==> config.mk <==
export PLATFORM = sky130hd
export DESIGN_NAME = mem_access_stage_flat
export DESIGN_NICKNAME = d
export VERILOG_FILES = /design/src/rtl/pipeline_pkg.sv /design/src/rtl/mem_access_stage_if.sv /design/src/rtl/mem_timeout_counter.sv /design/src/rtl/mem_access_stage.sv /design/src/flat_wrapper.sv
export SDC_FILE = /design/constraint.sdc
export NUM_CORES = 1
export LEC_CHECK = 0
export CELL_PAD_IN_SITES_DETAIL_PLACEMENT = 1
export CELL_PAD_IN_SITES_GLOBAL_PLACEMENT = 1
export CORE_ASPECT_RATIO = 0.6
export CORE_MARGIN = 5
export CORE_UTILIZATION = 33
export DETAILED_ROUTE_END_ITERATION = 10
export GPL_TIMING_DRIVEN = 0
export PLACE_DENSITY_LB_ADDON = 0.1
export SYNTH_ARGS = -nofsm -noshare
export SYNTH_HDL_FRONTEND = slang
export SYNTH_SLANG_ARGS = --single-unit
==> constraint.sdc <==
create_clock -name clock -period 2.25 [get_ports clock]
set_clock_uncertainty 0.1 [all_clocks]
set_input_delay 0.3375 -clock clock [delete_from_list [all_inputs] [get_ports clock]]
set_output_delay 0.3375 -clock clock [all_outputs]
set_load 0.02 [all_outputs]
==> src/rtl/pipeline_pkg.sv <==
// Shared definitions for the MEM pipeline stage: datapath widths, FSM state
// encoding, mem_err codes and a word-alignment helper.
package pipeline_pkg;

    localparam int unsigned DATA_W = 32;
    localparam int unsigned REG_W  = 4;

    typedef enum logic {
        ST_IDLE = 1'b0,
        ST_WAIT = 1'b1
    } state_e;

    localparam logic [1:0] ERR_NONE     = 2'b00;
    localparam logic [1:0] ERR_MISALIGN = 2'b01;
    localparam logic [1:0] ERR_TIMEOUT  = 2'b10;
    localparam logic [1:0] ERR_CONFLICT = 2'b11;

    localparam logic [REG_W-1:0] REG_NONE = 4'd0;

    function automatic logic word_aligned(input logic [1:0] low_bits);
        return low_bits == 2'b00;
    endfunction

endpackage

==> src/rtl/mem_access_stage_if.sv <==
// Data-memory req/ack bus.
//   master (MEM stage): drives req, we, addr, wdata; receives rdata, ack.
//   slave  (memory)   : the mirror image.
// req is held until ack or abort; ack is a single-cycle strobe and rdata is
// only meaningful alongside it.
interface mem_access_stage_if
    import pipeline_pkg::*;
#(
    parameter int unsigned ADDR_W = 32
);
    logic              req;
    logic              we;
    logic [ADDR_W-1:0] addr;
    logic [DATA_W-1:0] wdata;
    logic [DATA_W-1:0] rdata;
    logic              ack;

    modport master (output req, we, addr, wdata, input rdata, ack);
    modport slave  (input req, we, addr, wdata, output rdata, ack);
endinterface

==> src/rtl/mem_timeout_counter.sv <==
// Counts cycles spent waiting for a bus ack.
//   clock, reset_n : stage clock, async active-low reset
//   clear          : zero the count (priority over enable)
//   enable         : advance the count by one
//   last           : count has reached TIMEOUT-1 (final allowed wait cycle)
module mem_timeout_counter #(
    parameter int unsigned TIMEOUT = 16
) (
    input  logic clock,
    input  logic reset_n,
    input  logic clear,
    input  logic enable,
    output logic last
);
    localparam logic [7:0] LastCount = 8'(TIMEOUT - 1);

    logic [7:0] count_q;

    always_ff @(posedge clock or negedge reset_n) begin
        if (!reset_n) begin
            count_q <= '0;
        end else if (clear) begin
            count_q <= '0;
        end else if (enable) begin
            count_q <= count_q + 8'd1;
        end
    end

    assign last = (count_q == LastCount);
endmodule

==> src/rtl/mem_access_stage.sv <==
// MEM pipeline stage: runs one req/ack data-memory transaction per load/store,
// stalls upstream while it is outstanding, and hands the result to MEM/WB.
//   clock, reset_n        : stage clock, async active-low reset
//   ALUResult             : address for loads/stores, result for ALU ops
//   memRead/memWrite      : load / store request
//   memToReg              : write-back selects load data
//   registerFileDataB     : store data
//   registerFileWrite     : destination register (0 = none)
//   dmem                  : data-memory bus (master side)
//   stall                 : freeze PC, IF/ID, ID/EX and EX/MEM
//   wb_valid/data/regWrite: retired instruction towards MEM/WB
//   mem_err               : one-cycle error pulse (misalign/timeout/conflict)
module mem_access_stage
    import pipeline_pkg::*;
#(
    parameter int unsigned TIMEOUT = 16,
    parameter int unsigned ADDR_W  = 32
) (
    input  logic              clock,
    input  logic              reset_n,
    input  logic [DATA_W-1:0] ALUResult,
    input  logic              memRead,
    input  logic              memWrite,
    input  logic              memToReg,
    input  logic [DATA_W-1:0] registerFileDataB,
    input  logic [REG_W-1:0]  registerFileWrite,
    mem_access_stage_if.master dmem,
    output logic              stall,
    output logic              wb_valid,
    output logic [DATA_W-1:0] wb_data,
    output logic [REG_W-1:0]  wb_regWrite,
    output logic [1:0]        mem_err
);
    state_e            state_q;
    logic              req_q, we_q, mem_to_reg_q;
    logic [ADDR_W-1:0] addr_q;
    logic [DATA_W-1:0] wdata_q, alu_q;
    logic [REG_W-1:0]  dest_q;
    logic              wb_valid_q;
    logic [DATA_W-1:0] wb_data_q;
    logic [REG_W-1:0]  wb_reg_q;
    logic [1:0]        err_q;

    logic is_conflict, is_mem_op, start_access;
    logic cnt_clear, cnt_enable, cnt_last;

    assign is_conflict  = memRead & memWrite;
    assign is_mem_op    = memRead ^ memWrite;
    assign start_access = is_mem_op & word_aligned(ALUResult[1:0]);

    assign cnt_clear  = (state_q == ST_IDLE);
    assign cnt_enable = (state_q == ST_WAIT);

    mem_timeout_counter #(
        .TIMEOUT (TIMEOUT)
    ) u_timeout (
        .clock   (clock),
        .reset_n (reset_n),
        .clear   (cnt_clear),
        .enable  (cnt_enable),
        .last    (cnt_last)
    );

    // Stall is combinational so upstream freezes in the very cycle an access is
    // accepted, and releases in the cycle the access ends (ack or timeout).
    always_comb begin
        stall = 1'b0;
        unique case (state_q)
            ST_IDLE: stall = start_access;
            ST_WAIT: stall = !dmem.ack && !cnt_last;
            default: stall = 1'b0;
        endcase
    end

    always_ff @(posedge clock or negedge reset_n) begin
        if (!reset_n) begin
            state_q      <= ST_IDLE;
            req_q        <= 1'b0;
            we_q         <= 1'b0;
            mem_to_reg_q <= 1'b0;
            addr_q       <= '0;
            wdata_q      <= '0;
            alu_q        <= '0;
            dest_q       <= REG_NONE;
            wb_valid_q   <= 1'b0;
            wb_data_q    <= '0;
            wb_reg_q     <= REG_NONE;
            err_q        <= ERR_NONE;
        end else begin
            err_q <= ERR_NONE;
            unique case (state_q)
                ST_IDLE: begin
                    if (is_conflict) begin
                        wb_valid_q <= 1'b1;
                        wb_data_q  <= ALUResult;
                        wb_reg_q   <= REG_NONE;
                        err_q      <= ERR_CONFLICT;
                    end else if (is_mem_op && !start_access) begin
                        wb_valid_q <= 1'b1;
                        wb_data_q  <= ALUResult;
                        wb_reg_q   <= REG_NONE;
                        err_q      <= ERR_MISALIGN;
                    end else if (start_access) begin
                        state_q      <= ST_WAIT;
                        req_q        <= 1'b1;
                        we_q         <= memWrite;
                        mem_to_reg_q <= memToReg;
                        addr_q       <= ALUResult[ADDR_W-1:0];
                        wdata_q      <= registerFileDataB;
                        alu_q        <= ALUResult;
                        dest_q       <= registerFileWrite;
                        wb_valid_q   <= 1'b0;
                        wb_reg_q     <= REG_NONE;
                    end else begin
                        wb_valid_q <= 1'b1;
                        wb_data_q  <= ALUResult;
                        wb_reg_q   <= registerFileWrite;
                    end
                end
                ST_WAIT: begin
                    // Ack is checked first so a last-cycle ack still completes cleanly.
                    if (dmem.ack) begin
                        state_q    <= ST_IDLE;
                        req_q      <= 1'b0;
                        wb_valid_q <= 1'b1;
                        if (we_q) begin
                            wb_data_q <= alu_q;
                            wb_reg_q  <= REG_NONE;
                        end else begin
                            wb_data_q <= mem_to_reg_q ? dmem.rdata : alu_q;
                            wb_reg_q  <= dest_q;
                        end
                    end else if (cnt_last) begin
                        state_q    <= ST_IDLE;
                        req_q      <= 1'b0;
                        wb_valid_q <= 1'b1;
                        wb_data_q  <= alu_q;
                        wb_reg_q   <= REG_NONE;
                        err_q      <= ERR_TIMEOUT;
                    end else begin
                        wb_valid_q <= 1'b0;
                        wb_reg_q   <= REG_NONE;
                    end
                end
                default: state_q <= ST_IDLE;
            endcase
        end
    end

    assign dmem.req    = req_q;
    assign dmem.we     = we_q;
    assign dmem.addr   = addr_q;
    assign dmem.wdata  = wdata_q;
    assign wb_valid    = wb_valid_q;
    assign wb_data     = wb_data_q;
    assign wb_regWrite = wb_reg_q;
    assign mem_err     = err_q;
endmodule

==> src/flat_wrapper.sv <==
// flat-port wrapper written by rule: the top's interface ports become plain ports
module mem_access_stage_flat import pipeline_pkg::*;
#(
    parameter int unsigned TIMEOUT = 16,
    parameter int unsigned ADDR_W  = 32
)
  (clock, reset_n, ALUResult, memRead, memWrite, memToReg, registerFileDataB, registerFileWrite, stall, wb_valid, wb_data, wb_regWrite, mem_err, dmem_req, dmem_we, dmem_addr, dmem_wdata, dmem_rdata, dmem_ack);
  mem_access_stage_if #(.ADDR_W(ADDR_W)) dmem_i ();
  input  logic clock;
  input  logic reset_n;
  input  logic [DATA_W-1:0] ALUResult;
  input  logic memRead;
  input  logic memWrite;
  input  logic memToReg;
  input  logic [DATA_W-1:0] registerFileDataB;
  input  logic [REG_W-1:0] registerFileWrite;
  output logic stall;
  output logic wb_valid;
  output logic [DATA_W-1:0] wb_data;
  output logic [REG_W-1:0] wb_regWrite;
  output logic [1:0] mem_err;
  output wire logic [$bits(dmem_i.req)-1:0] dmem_req;
  output wire logic [$bits(dmem_i.we)-1:0] dmem_we;
  output wire logic [$bits(dmem_i.addr)-1:0] dmem_addr;
  output wire logic [$bits(dmem_i.wdata)-1:0] dmem_wdata;
  input wire logic [$bits(dmem_i.rdata)-1:0] dmem_rdata;
  input wire logic [$bits(dmem_i.ack)-1:0] dmem_ack;
  assign dmem_req = dmem_i.req;
  assign dmem_we = dmem_i.we;
  assign dmem_addr = dmem_i.addr;
  assign dmem_wdata = dmem_i.wdata;
  assign dmem_i.rdata = dmem_rdata;
  assign dmem_i.ack = dmem_ack;
  mem_access_stage #(.TIMEOUT(TIMEOUT), .ADDR_W(ADDR_W)) u_core (.clock(clock), .reset_n(reset_n), .ALUResult(ALUResult), .memRead(memRead), .memWrite(memWrite), .memToReg(memToReg), .registerFileDataB(registerFileDataB), .registerFileWrite(registerFileWrite), .dmem(dmem_i), .stall(stall), .wb_valid(wb_valid), .wb_data(wb_data), .wb_regWrite(wb_regWrite), .mem_err(mem_err));
endmodule
# --- After elaboration in Yosys (flattened, before gate mapping) ---
# Cells that the tools add are included.
word_totals:
  register_bits: 119
  latchBits: 0
  mem_bits_rw: 0
  romBits: 0
  input_bits: 106
  out_inout_bits: 106
  elab_cells: 73
  mem_count: 0
classes:
  n_addsub: 1
  mul: 0
  n_div: 0
  magnitude_cmp: 0
  n_eq_ne: 6
  shift: 0
  n_mux: 39
  bitwise_logic: 6
  n_reduce_logical: 9
op_table:
  columns: ["op", "n"]
  rows:
  - ["32-bit 2-to-1 mux", 7]
  - ["32-bit case mux with 2 select lines", 1]
  - ["4-bit 2-to-1 mux", 5]
  - ["1-bit 2-to-1 mux", 16]
  - ["8-bit by 1-bit adder with 8-bit output (second input constant)", 1]
  - ["8-bit by 4-bit equality test with 1-bit output (second input constant)", 1]
  - ["8-bit 2-to-1 mux", 1]
  - ["1-bit case mux with 2 select lines", 4]
  - ["4-bit case mux with 2 select lines", 1]
  - ["4-bit AND reduction", 2]
  - ["2-bit 2-to-1 mux", 3]
  - ["2-bit != test (second input constant)", 2]
  - ["4-bit by 3-bit != test with 1-bit output (second input constant)", 1]
  - ["2-bit case mux with 2 select lines", 1]
  - ["1-bit logical NOT", 3]
  - ["3-bit != test (second input constant)", 1]
  - ["1-bit inverter", 3]
  - ["1-bit bitwise AND", 2]
  - ["1-bit logical AND", 2]
  - ["2-bit logical NOT", 1]
  - ["2-bit by 1-bit != test with 1-bit output (second input constant)", 1]
  - ["2-bit AND reduction", 1]
  - ["1-bit bitwise XOR", 1]

# --- Longest topological paths before layout ---
depth:
  ltp_word: 7
  depth_mapped: 6
  ltp_nobuf: 4

# --- By module ---
# A second synthesis with hierarchy kept.
hier_totals:
  hier_cells: 475
  area_unflattened_um2: 5550.3
modules_own_cells:
  columns: ["module", "instances", "cells_each", "area_each_um2", "seq_area_each_um2"]
  rows:
  - ["mem_access_stage", 1, 436, 5156.2, 2777.7]
  - ["mem_timeout_counter", 1, 39, 394.1, 200.2]

# --- Least setup slack after synthesis ---
# OpenSTA, ideal clock, no wires.
synth_timing:
  path_kind: "register to register"
  start: "reg u_core.u_timeout.count_q[5]"
  end: "reg u_core.wb_data_q[10], in the netlist u_core.wb_data[10]"
  setup_ns: 0.125
  arrival_time_ns: 1.645
  required_time_ns: 2.025
  setup_slack_ns: 0.380
  path_stages_with_launch: 6
  path_buffers: 1
  period_less_slack_ns: 1.870
  cell_sequence: "dfrtp_1 nor4_2 a41oi_2 a21oi_4 buf_6 mux2_4"
synth_via:
  elab_chain_len: 3
synth_rtl:
  columns: ["element", "line_no", "source"]
  rows:
  - ["start: declaration", "mem_timeout_counter.sv:17", "logic [7:0] count_q;"]
  - ["start signal: assignment", "mem_timeout_counter.sv:25", "count_q <= count_q + 8'd1;"]
  - ["8-bit by 4-bit equality test with 1-bit output", "mem_timeout_counter.sv:29", "assign last = (count_q == LastCount);"]
  - ["3-bit != test (no line)", null, null]
  - ["2-bit AND reduction (no line)", null, null]
  - ["end signal: assignment", "mem_access_stage.sv:95", "wb_data_q <= ALUResult;"]
  - ["end signal: assignment", "mem_access_stage.sv:100", "wb_data_q <= ALUResult;"]
  - ["end signal: assignment", "mem_access_stage.sv:116", "wb_data_q <= ALUResult;"]
  - ["end: declaration", "mem_access_stage.sv:40", "logic [DATA_W-1:0] wb_data_q;"]
# No other way between the ends.
# A chain may end at the register's enable or synchronous reset.

# --- Final worst setup path ---
layout_timing:
  start: "reg u_core.u_timeout.count_q[4]"
  end: "out stall"
layout_via:
  elab_chain_len: 4
layout_rtl:
  columns: ["element", "line_no", "source"]
  rows:
  - ["8-bit by 4-bit equality test with 1-bit output", "mem_timeout_counter.sv:29", null]
  - ["1-bit logical NOT", "mem_access_stage.sv:70", "ST_WAIT: stall = !dmem.ack && !cnt_last;"]
  - ["1-bit logical AND", "mem_access_stage.sv:70", null]
  - ["1-bit case mux with 2 select lines", "mem_access_stage.sv:68", "unique case (state_q)"]
  - ["end: declaration", "flat_wrapper.sv:17", "output logic stall;"]
# No other way between the ends.

==> reports/metrics.yaml <==
io_buffers: 211
worst_hold_path_type: "reg2reg"
num_antenna_cells: 0
reg2reg_from: "u_core.u_timeout.count_q[4]"
ys_warn_count: 0
area_growth_pct: 59.03
synth_nets: 530
finalCritPeriodShare_pct: 95.18
routed_wl_um: 17680
cellLeakagePower_nw: 3.606
worstHoldStart: "u_core.u_timeout.count_q[0]"
cts.clk_slew.worst_paths_ns: 0.06
grt_pass1_vias: 4737
synth.yosys.seq_area_share_pct: 56.76
place.gp.congestion: 0.7731
core_region_area_um2: 15460
r2r_cells: 7
cpPeakStageDelay_ns: 0.45
dieArea_um2: 18600
worst_slew_pin_slew_ns: 0.6803
fin_hold_ws_ns: 0.3607
critical_path.max_fanout: 4
route.detailed.drc: 0
critical_path_required_ns: 1.81
grt_first_pass_wirelength_um: 27360
seqPwrFrac_pct: 34.1
synth_area_um2: 5246
die_width_um: 172.8
switching_share_pct: 31.20
pin_count: 212
crit_family: "flip-flops"
crit_type: "reg2out"
initial_core_util_pct: 33.94
maxCapViolations: 0
cp_slowest_cell: "dfrtp_2"
clock-root-buffer: "clkbuf_16"
cp-end-kind: "output port"
cp-start-kind: "flip-flop"
dp_hpwl_um: 12860
crit_chain: "nor4_4, a41oi_2, a21o_2, clkbuf_2"
grt_max_degree: 70
synthDistinctLibCells: 33
critPathBufInv: 1
vias_per_cell: 4.857
gr-total-overflow: 0
slew-limit-headroom_pct: 54.65
holdPathStages: 1
grt_antenna_before_repair: 0
fin_crit_ns: 2.142
switchingPower_mw: 2.712
antenna_left: 0
finalSetupViolations: 0
status: "completed"
clk_latency_ns: 0.41
comb_power_share_pct: 33.2
avgSynthCellArea_um2: 12.43
clockPowerShare_pct: 32.7
slew_viol_final: 0
die_h_um: 107.7
internal_power_mw: 5.979
holdPathEnd: "u_core.u_timeout.count_q[0]"
drive_gt1_share_pct: 24.18
cts_tree: "yes"
vias: 4240
syn_inst: 422
htree_levels: 4
rsz0062_at_grt: "no"
clock.fmax_mhz: 466.9
cts_buffers: 17
rr_endpoint: "u_core.wb_data[3]"
clock_sinks: 119
num_rows: 35
track_usage_pct: 18.82
first_iter_violations: 201
nets: 765
wl_per_cell_um: 20.26
clockBufferDepth: 2
finalHoldViolations: 0
power_density_nw_per_um2: 1042
n_fill_cell: 1588
ff2ff_setup_slack_ns: 0.13
drtPass1Iterations: 4
irDropWorstVdd_v: 0.0005717
synth-seq-cells: 119
fin_util_pct: 53.97
worstPathArrival_ns: 1.70
[what timing repair did]
action                     4_1_cts  5_1_grt
buffers inserted                 1        3
hold endpoints to repair        68        0
gates resized for setup          8       11
hold buffers                     1        0
setup endpoints to repair        9       51
pin swaps                        1        2
[routing by layer]
metal | global-route usage, % | vias to the layer above | part of all wire [%]
li1 | - | 1934 | -
met1 | 25.80 | 2137 | 47
met2 | 28.88 | 144 | 45
met3 | 6.178 | 25 | 6.7
met4 | 4.767 | 0 | 1.4
met5 | 0 | - | 0
[stage by stage]
stage / TNS (ns) / power (mW) / area (um^2) / worst slack, ns / std cells
after floorplan: 0 / 4.345 / 5246 / 0.3803 / 422
after global placement: -524.09 / 5.783 / 7612 / -4.158 / 836
after detailed placement: -32.18 / 5.885 / 7641 / -0.6385 / 837
after CTS: -0.1105 / 8.786 / 8293 / -0.1105 / 870
after global routing: 0 / 9.108 / 8343 / 0.02402 / 873
final: 0 / 8.691 / 8343 / 0.1084 / 873
[cells in the final DEF, fill, tap and decap left out, types with 5 or more instances in the layout]
master	synthesis	final
dfrtp_1	119	117
a31oi_1	32	32
nand2_1	66	65
mux2_4	28	28
clkbuf_1	13	10
mux2_2	72	72
clkinvlp_4	0	5
buf_2	6	5
clkdlybuf4s50_1	0	209
clkbuf_16	0	17
nor2_1	40	40
[cells by family after synthesis]
kind of cell,Yosys count,synth area share (%)
fa+ha+maj,2,0.4769
flops,119,56.76
mux,100,23.47
buf+inv,28,2.576
xor+xnor,6,1.002
simple gates,123,9.850
compound gates,44,5.867
[power groups by stage]
stage | registers [mW] | clock network [mW] | logic (mW)
4_1_cts | 2.96 | 2.90 | 2.92
6_report | 2.96 | 2.84 | 2.89
3_5_place_dp | 2.99 | 0 | 2.90
5_1_grt | 3.03 | 3.00 | 3.07
2_1_floorplan | 3.52 | 0 | 0.820
3_3_place_gp | 2.95 | 0 | 2.83
[flip-flops by register name (all words and copies together) (netlist names)]
register and count:
u_core.cnt_enable 1, u_core.wb_valid 1, u_core.alu_q 32, u_core.wb_regWrite 4, u_core.dmem.we 1, u_core.dest_q 4, u_core.dmem.req 1, u_core.u_timeout.count_q 8
u_core.dmem.wdata 32, u_core.mem_err 2, u_core.mem_to_reg_q 1, u_core.wb_data 32
[how the worst max path moves through the flow]
stage / from / end / slack (ns) / depth (start not counted)
after global routing: u_core.u_timeout.count_q[4] / stall / 0.02 / 4
after global placement: reset_n / u_core.dmem.wdata[10] / -4.16 / 1
after detailed placement: u_core.cnt_enable / stall / -0.64 / 5
after floorplan: u_core.u_timeout.count_q[5] / u_core.wb_data[10] / 0.38 / 5
after CTS: u_core.u_timeout.count_q[5] / stall / -0.11 / 4
final: u_core.u_timeout.count_q[4] / stall / 0.11 / 4
[area by class of cell]
cell class | instances | area (um^2) | area share (%)
multi-input cells | 275 | 2151 | 25.78
clock buffers | 20 | 466.7 | 5.594
inverters | 3 | 15.01 | 0.1800
well taps | 203 | 254.0 | 3.044
plain buffers | 24 | 138.9 | 1.665
repair buffers | 217 | 2188 | 26.23
flip-flops and latches | 119 | 2980 | 35.72
clock inverters | 12 | 148.9 | 1.785
[synth_stat cells]
| cell | instances | area [um^2] |
|---|---|---|
| inv_1 | 3 | 11.26 |
| ha_1 | 2 | 25.02 |
| and3_2 | 1 | 7.510 |
| and2_1 | 3 | 18.77 |
| a32o_1 | 4 | 40.04 |
| buf_6 | 3 | 33.78 |
| mux2_2 | 72 | 810.8 |
| nor2b_1 | 1 | 6.260 |
| xnor2_1 | 2 | 17.52 |
| mux2_4 | 28 | 420.4 |
| xor2_1 | 4 | 35.03 |
| nand3_1 | 4 | 20.02 |
| nand3b_1 | 1 | 7.510 |
| nand2_1 | 66 | 247.7 |
| nor4_2 | 1 | 12.51 |
| or2b_1 | 1 | 7.510 |
| nand2b_1 | 1 | 6.260 |
| a41oi_2 | 1 | 16.27 |
| dfrtp_1 | 119 | 2978 |
| nor3_1 | 1 | 5.000 |
| buf_2 | 6 | 30.03 |
| and3b_1 | 1 | 8.760 |
| o22ai_1 | 1 | 6.260 |
| a21oi_1 | 2 | 10.01 |
| nor3b_2 | 1 | 12.51 |
| a21o_2 | 1 | 8.760 |
| nor2_1 | 40 | 150.1 |
| a21oi_4 | 1 | 16.27 |
| buf_1 | 3 | 11.26 |
| o21ai_0 | 2 | 10.01 |
| a31oi_1 | 32 | 200.2 |
| and3_1 | 1 | 6.260 |
| clkbuf_1 | 13 | 48.80 |
(Power assumes the default switching activity.)
